## config.mk

```make
export PLATFORM = sky130hd
export DESIGN_NAME = da_shift_accumulator_z3
export DESIGN_NICKNAME = d
export VERILOG_FILES = /design/src/rtl/da_shift_accumulator_z3.sv
export SDC_FILE = /design/constraint.sdc
export NUM_CORES = 1
export LEC_CHECK = 0
export ABC_AREA = 1
export ABC_CLOCK_PERIOD_IN_PS = 3000
export CORE_MARGIN = 2
export CORE_UTILIZATION = 40
export DETAILED_ROUTE_END_ITERATION = 10
export SLEW_MARGIN = 20
export SYNTH_ARGS = -nofsm -noshare
export SYNTH_HDL_FRONTEND = slang
export SYNTH_SLANG_ARGS = --single-unit
```

## constraint.sdc

```tcl
create_clock -name clk -period 3 [get_ports clk]
set_input_delay 0.6 -clock clk [delete_from_list [all_inputs] [get_ports clk]]
set_output_delay 0.6 -clock clk [all_outputs]
set_load 0.005 [all_outputs]
```

## src/rtl/da_shift_accumulator_z3.sv

```systemverilog
// Bit-serial distributed-arithmetic engine for the Z3 coefficient ROM: walks the
// bit-planes of a 4-sample vector MSB first and shift-accumulates the ROM partial sums.
module da_shift_accumulator_z3 #(
    parameter  int IN_W       = 8,
    parameter  int ROM_W      = 16,
    parameter  int OBC_OFFSET = 0,
    localparam int ACC_W      = ROM_W + 1 + IN_W
) (
    input  logic                    clk,
    input  logic                    rst_n,
    input  logic                    in_valid,
    output logic                    in_ready,
    input  logic signed [IN_W-1:0]  x0,
    input  logic signed [IN_W-1:0]  x1,
    input  logic signed [IN_W-1:0]  x2,
    input  logic signed [IN_W-1:0]  x3,
    output logic                    rom_cs,
    output logic [2:0]              rom_addr,
    input  logic signed [ROM_W-1:0] rom_data,
    output logic                    out_valid,
    input  logic                    out_ready,
    output logic signed [ACC_W-1:0] out_data
);

    localparam int CNT_W = (IN_W > 1) ? $clog2(IN_W) : 1;

    typedef enum logic [1:0] {S_IDLE, S_RUN, S_DONE} state_t;

    state_t                  r_state;
    state_t                  w_state_nxt;
    logic                    r_init_done;
    logic signed [IN_W-1:0]  r_x0;
    logic signed [IN_W-1:0]  r_x1;
    logic signed [IN_W-1:0]  r_x2;
    logic signed [IN_W-1:0]  r_x3;
    logic [CNT_W-1:0]        r_cnt;
    logic signed [ACC_W-1:0] r_acc;
    logic signed [ACC_W-1:0] r_out_data;
    logic                    r_out_valid;

    logic                    w_b0;
    logic                    w_b1;
    logic                    w_b2;
    logic                    w_b3;
    logic                    w_accept;
    logic                    w_first;
    logic                    w_last;
    logic signed [ROM_W:0]   w_rom_ext;
    logic signed [ROM_W:0]   w_t;
    logic signed [ACC_W-1:0] w_t_ext;
    logic signed [ACC_W-1:0] w_acc_nxt;

    assign w_b0 = r_x0[r_cnt];
    assign w_b1 = r_x1[r_cnt];
    assign w_b2 = r_x2[r_cnt];
    assign w_b3 = r_x3[r_cnt];

    assign w_first = (r_cnt == CNT_W'(IN_W - 1));
    assign w_last  = (r_cnt == '0);

    // One extra bit so that negating the most negative ROM word stays exact.
    assign w_rom_ext = {rom_data[ROM_W-1], rom_data};
    assign w_t       = w_b0 ? -w_rom_ext : w_rom_ext;
    assign w_t_ext   = {{(ACC_W-ROM_W-1){w_t[ROM_W]}}, w_t};
    assign w_acc_nxt = w_first ? -w_t_ext : (r_acc <<< 1) + w_t_ext;

    assign out_valid = r_out_valid;
    assign out_data  = r_out_data;

    always_ff @(posedge clk or negedge rst_n) begin
        if (!rst_n) begin
            r_state <= S_IDLE;
        end else begin
            r_state <= w_state_nxt;
        end
    end

    always_comb begin
        w_state_nxt = r_state;
        in_ready    = 1'b0;
        rom_cs      = 1'b0;
        rom_addr    = '0;
        w_accept    = 1'b0;
        case (r_state)
            S_IDLE: begin
                in_ready = r_init_done;
                w_accept = in_valid && in_ready;
                if (w_accept) begin
                    w_state_nxt = S_RUN;
                end
            end
            S_RUN: begin
                rom_cs   = 1'b1;
                rom_addr = w_b0 ? ~{w_b1, w_b2, w_b3} : {w_b1, w_b2, w_b3};
                if (w_last) begin
                    w_state_nxt = S_DONE;
                end
            end
            S_DONE: begin
                in_ready = out_ready;
                w_accept = in_valid && in_ready;
                if (w_accept) begin
                    w_state_nxt = S_RUN;
                end else if (out_ready) begin
                    w_state_nxt = S_IDLE;
                end
            end
            default: begin
                w_state_nxt = S_IDLE;
            end
        endcase
    end

    always_ff @(posedge clk or negedge rst_n) begin
        if (!rst_n) begin
            r_init_done <= 1'b0;
            r_x0        <= '0;
            r_x1        <= '0;
            r_x2        <= '0;
            r_x3        <= '0;
            r_cnt       <= '0;
            r_acc       <= '0;
            r_out_data  <= '0;
            r_out_valid <= 1'b0;
        end else begin
            r_init_done <= 1'b1;
            if (r_state == S_DONE && out_ready) begin
                r_out_valid <= 1'b0;
            end
            if (w_accept) begin
                r_x0  <= x0;
                r_x1  <= x1;
                r_x2  <= x2;
                r_x3  <= x3;
                r_cnt <= CNT_W'(IN_W - 1);
                r_acc <= '0;
            end else if (r_state == S_RUN) begin
                r_acc <= w_acc_nxt;
                if (w_last) begin
                    r_out_data  <= w_acc_nxt + ACC_W'(OBC_OFFSET);
                    r_out_valid <= 1'b1;
                end else begin
                    r_cnt <= r_cnt - CNT_W'(1);
                end
            end
        end
    end

endmodule
```

==> impl_metrics.py <==
metrics = {
    "sta": {
        "finalMaxSlewViolations": 0,
        "finalSetupTns_ns": -0.00652,
        "setup_violations": 1,
        "setup_slack_ns": -0.00652,
        "slew_headroom_pct": 55.5,
        "rsz0062_at_grt": "true",
        "period_share_pct": 100,
        "fin_crit_ns": 3.01,
        "fmax_mhz": 333,
        "hold_violations": 0,
        "whs_ns": 0.264,
        "fin_skew_ns": 0.0114,
        "tightest_slew_ns": 0.668,
    },
    "synthesis": {
        "synth_common_cells": "nand2_1, inv_1, dfrtp_1",
        "yosysTopAreaCellShare_pct": 34.5,
        "synth.top_cells.by_area": "dfrtp_1, nand2_1, o21ai_0, ha_1, inv_1",
        "synth_warnings": 0,
        "synth_area_mm2": 0.00638,
        "synthesis.nets": 1034,
        "avgSynthCellArea_um2": 6.72,
        "yosysTopAreaCell": "dfrtp_1",
        "synth-main-ff-cell": "dfrtp_1",
        "syn_inst": 949,
        "async_reset_ff_share_pct": 100,
        "synth-edff-count": 0,
        "yosysMostFrequentCell": "nand2_1",
        "synth.distinct_cells": 45,
        "ys_seq_area_share_pct": 34.5,
        "ys_ff_latch": 88,
    },
    "detailed_routing": {
        "vias_per_cell": 4.91,
        "post_drt_wl_per_cell_um": 14.3,
        "routed_wl_um": 20000,
        "vias": 6860,
        "first_pass_iters": 7,
        "first_iter_violations": 343,
        "antenna_left": 0,
        "drcViolationCount": 0,
    },
    "outcome": {
        "status": "finished with violations",
        "failed_checks": "setup timing",
    },
    "placed_design": {
        "dp_hpwl_um": 14700,
        "place.gp.congestion": 0.961,
        "place_area_mm2": 0.00842,
        "io_buffer_count": 82,
    },
    "die": {
        "initial_core_util_pct": 40.6,
        "die_x_um": 130,
        "core-area_mm2": 0.0157,
        "dieHeight_um": 130,
        "num_rows": 46,
        "die_area_mm2": 0.0170,
        "top_level_ports": 83,
    },
    "setup_path": {
        "ff2ff_path_depth": 19,
        "crit_arrival_ns": 3.24,
        "r2r-start": "r_cnt[0]",
        "crit_type": "reg2reg",
        "worst_setup_path_end_kind": "flip-flop",
        "worstPathRequired_ns": 3.24,
        "reg2reg_slack_ns": -0.007,
        "start_kind": "flip-flop",
        "path_max_fanout": 6,
        "r2r_end": "out_data[11]",
    },
    "clock_tree": {
        "cts_max_path_buffers": 2,
        "cts_tree": "built",
        "clk_latency_ns": 0.35,
        "cts_buffers": 9,
        "htree_levels": 3,
        "cts-root-buf": "clkbuf_16",
        "clkSinkCount": 88,
        "clk_pin_slew_ns": 0.07,
    },
    "global_routing": {
        "grt_util_all_layers_pct": 23.6,
        "grt_max_degree": 53,
        "grt_pass1_wl_um": 31300,
        "first_global_vias": 6341,
        "antenna_found_initial": 0,
        "overflow": 0,
    },
    "final_layout": {
        "multiInputGateArea_mm2": 0.00461,
        "fill_cells": 1381,
        "areaGrowthSynthToFinish_pct": 54.7,
        "design_area_mm2": 0.00987,
        "regArea_mm2": 0.00220,
        "drive_gt1_share_pct": 35.1,
        "fin_nets": 1261,
        "diodes": 0,
    },
    "run": {
        "cap_violations": 0,
    },
    "min_path": {
        "hold_class": "in2async",
    },
}
[metal layers]
layer	up-vias	track usage, %	wire length, µm
li1	3525	-	-
met1	3162	32.3	9030
met2	150	39.1	9690
met3	23	3.85	992
met4	0	5.76	287
met5	-	0	0
[cell usage in the layout, fill, tap and decap left out, drive strengths merged, types with 16 or more instances in the layout]
| cell type | netlist | routed |
|---|---|---|
| nand2 | 370 | 370 |
| nor2 | 74 | 74 |
| dfrtp | 88 | 88 |
| clkdlybuf4s50 | 0 | 63 |
| nand3 | 66 | 66 |
| inv | 98 | 101 |
| buf | 7 | 159 |
| o21ai | 91 | 91 |
| clkbuf | 17 | 16 |
| a21oi | 52 | 52 |
| ha | 32 | 32 |
[what timing repair did]
item	4_1_cts	5_1_grt
resized for setup	93	194
endpoints found under the setup margin	38	38
hold buffers	0	0
pin swaps	26	88
setup buffers	4	17
[worst max-delay path, cell delays in order (launching register included)]
cell and delay (ns):
dfrtp_2 0.51, inv_8 0.12, nand2_4 0.05, nand3_4 0.07, nand3_4 0.10, buf_4 0.16
buf_4 0.12, nand3_1 0.08, nand2_2 0.08, inv_2 0.08, ha_4 0.21, buf_4 0.13
a21oi_1 0.26, o21ai_2 0.09, nand2_1 0.10, nand3_1 0.13, a21oi_1 0.17, o21ai_1 0.16
nand3_1 0.18, nand2_1 0.07
[cells by family (layout without fill, tap and decap cells)]
family,after synthesis,in the layout,synth area share [%]
adders and majority gates,33,33,6.59
xor gates and xnor gates,5,5,0.687
buffers and inverters,125,357,8.03
other,1,1,0.0588
and+or+nand+nor,533,533,36.3
DFF,88,88,34.5
AOI/OAI and AO/OA,164,164,13.8
[state kept, by name, indices dropped and copies added, names as in the netlist]
register,flops
r_x2,8
r_x0,8
r_init_done,1
out_data,25
r_state,2
r_x3,8
r_cnt,3
r_acc,24
r_x1,8
out_valid,1
[metrics by stage]
| step | cells | utilization (%) | setup WS, ns |
|---|---|---|---|
| 6_report | 1397 | 62.8 | -0.00652 |
| 5_1_grt | 1397 | 62.8 | -0.165 |
| 4_1_cts | 1380 | 58.0 | -0.0415 |
| 3_5_place_dp | 1360 | 53.6 | -0.843 |
| 3_3_place_gp | 1360 | 53.6 | -0.808 |
| 2_1_floorplan | 949 | - | 0.00218 |
[area by class of cell]
class | instances | share of cell area, %
multi-input cells | 736 | 46.7
inverters | 101 | 4.19
repair buffers | 240 | 20.6
clock inverters | 6 | 0.989
flip-flops and latches | 88 | 22.3
well taps | 216 | 2.74
clock buffers | 10 | 2.42
[worst max-delay path by stage]
stage / start / endpoint / cells after the start
final: r_cnt[0] / out_data[11] / 19
after global routing: r_cnt[0] / r_acc[13] / 21
after CTS: r_cnt[0] / rom_addr[1] / 9
after detailed placement: rom_data[1] / r_acc[18] / 22
after global placement: rom_data[1] / r_acc[18] / 22
after floorplan: rom_data[0] / r_acc[17] / 18
Power is not shown: default switching activity piles up to over one toggle a cycle in this logic, so the estimate is an artifact.
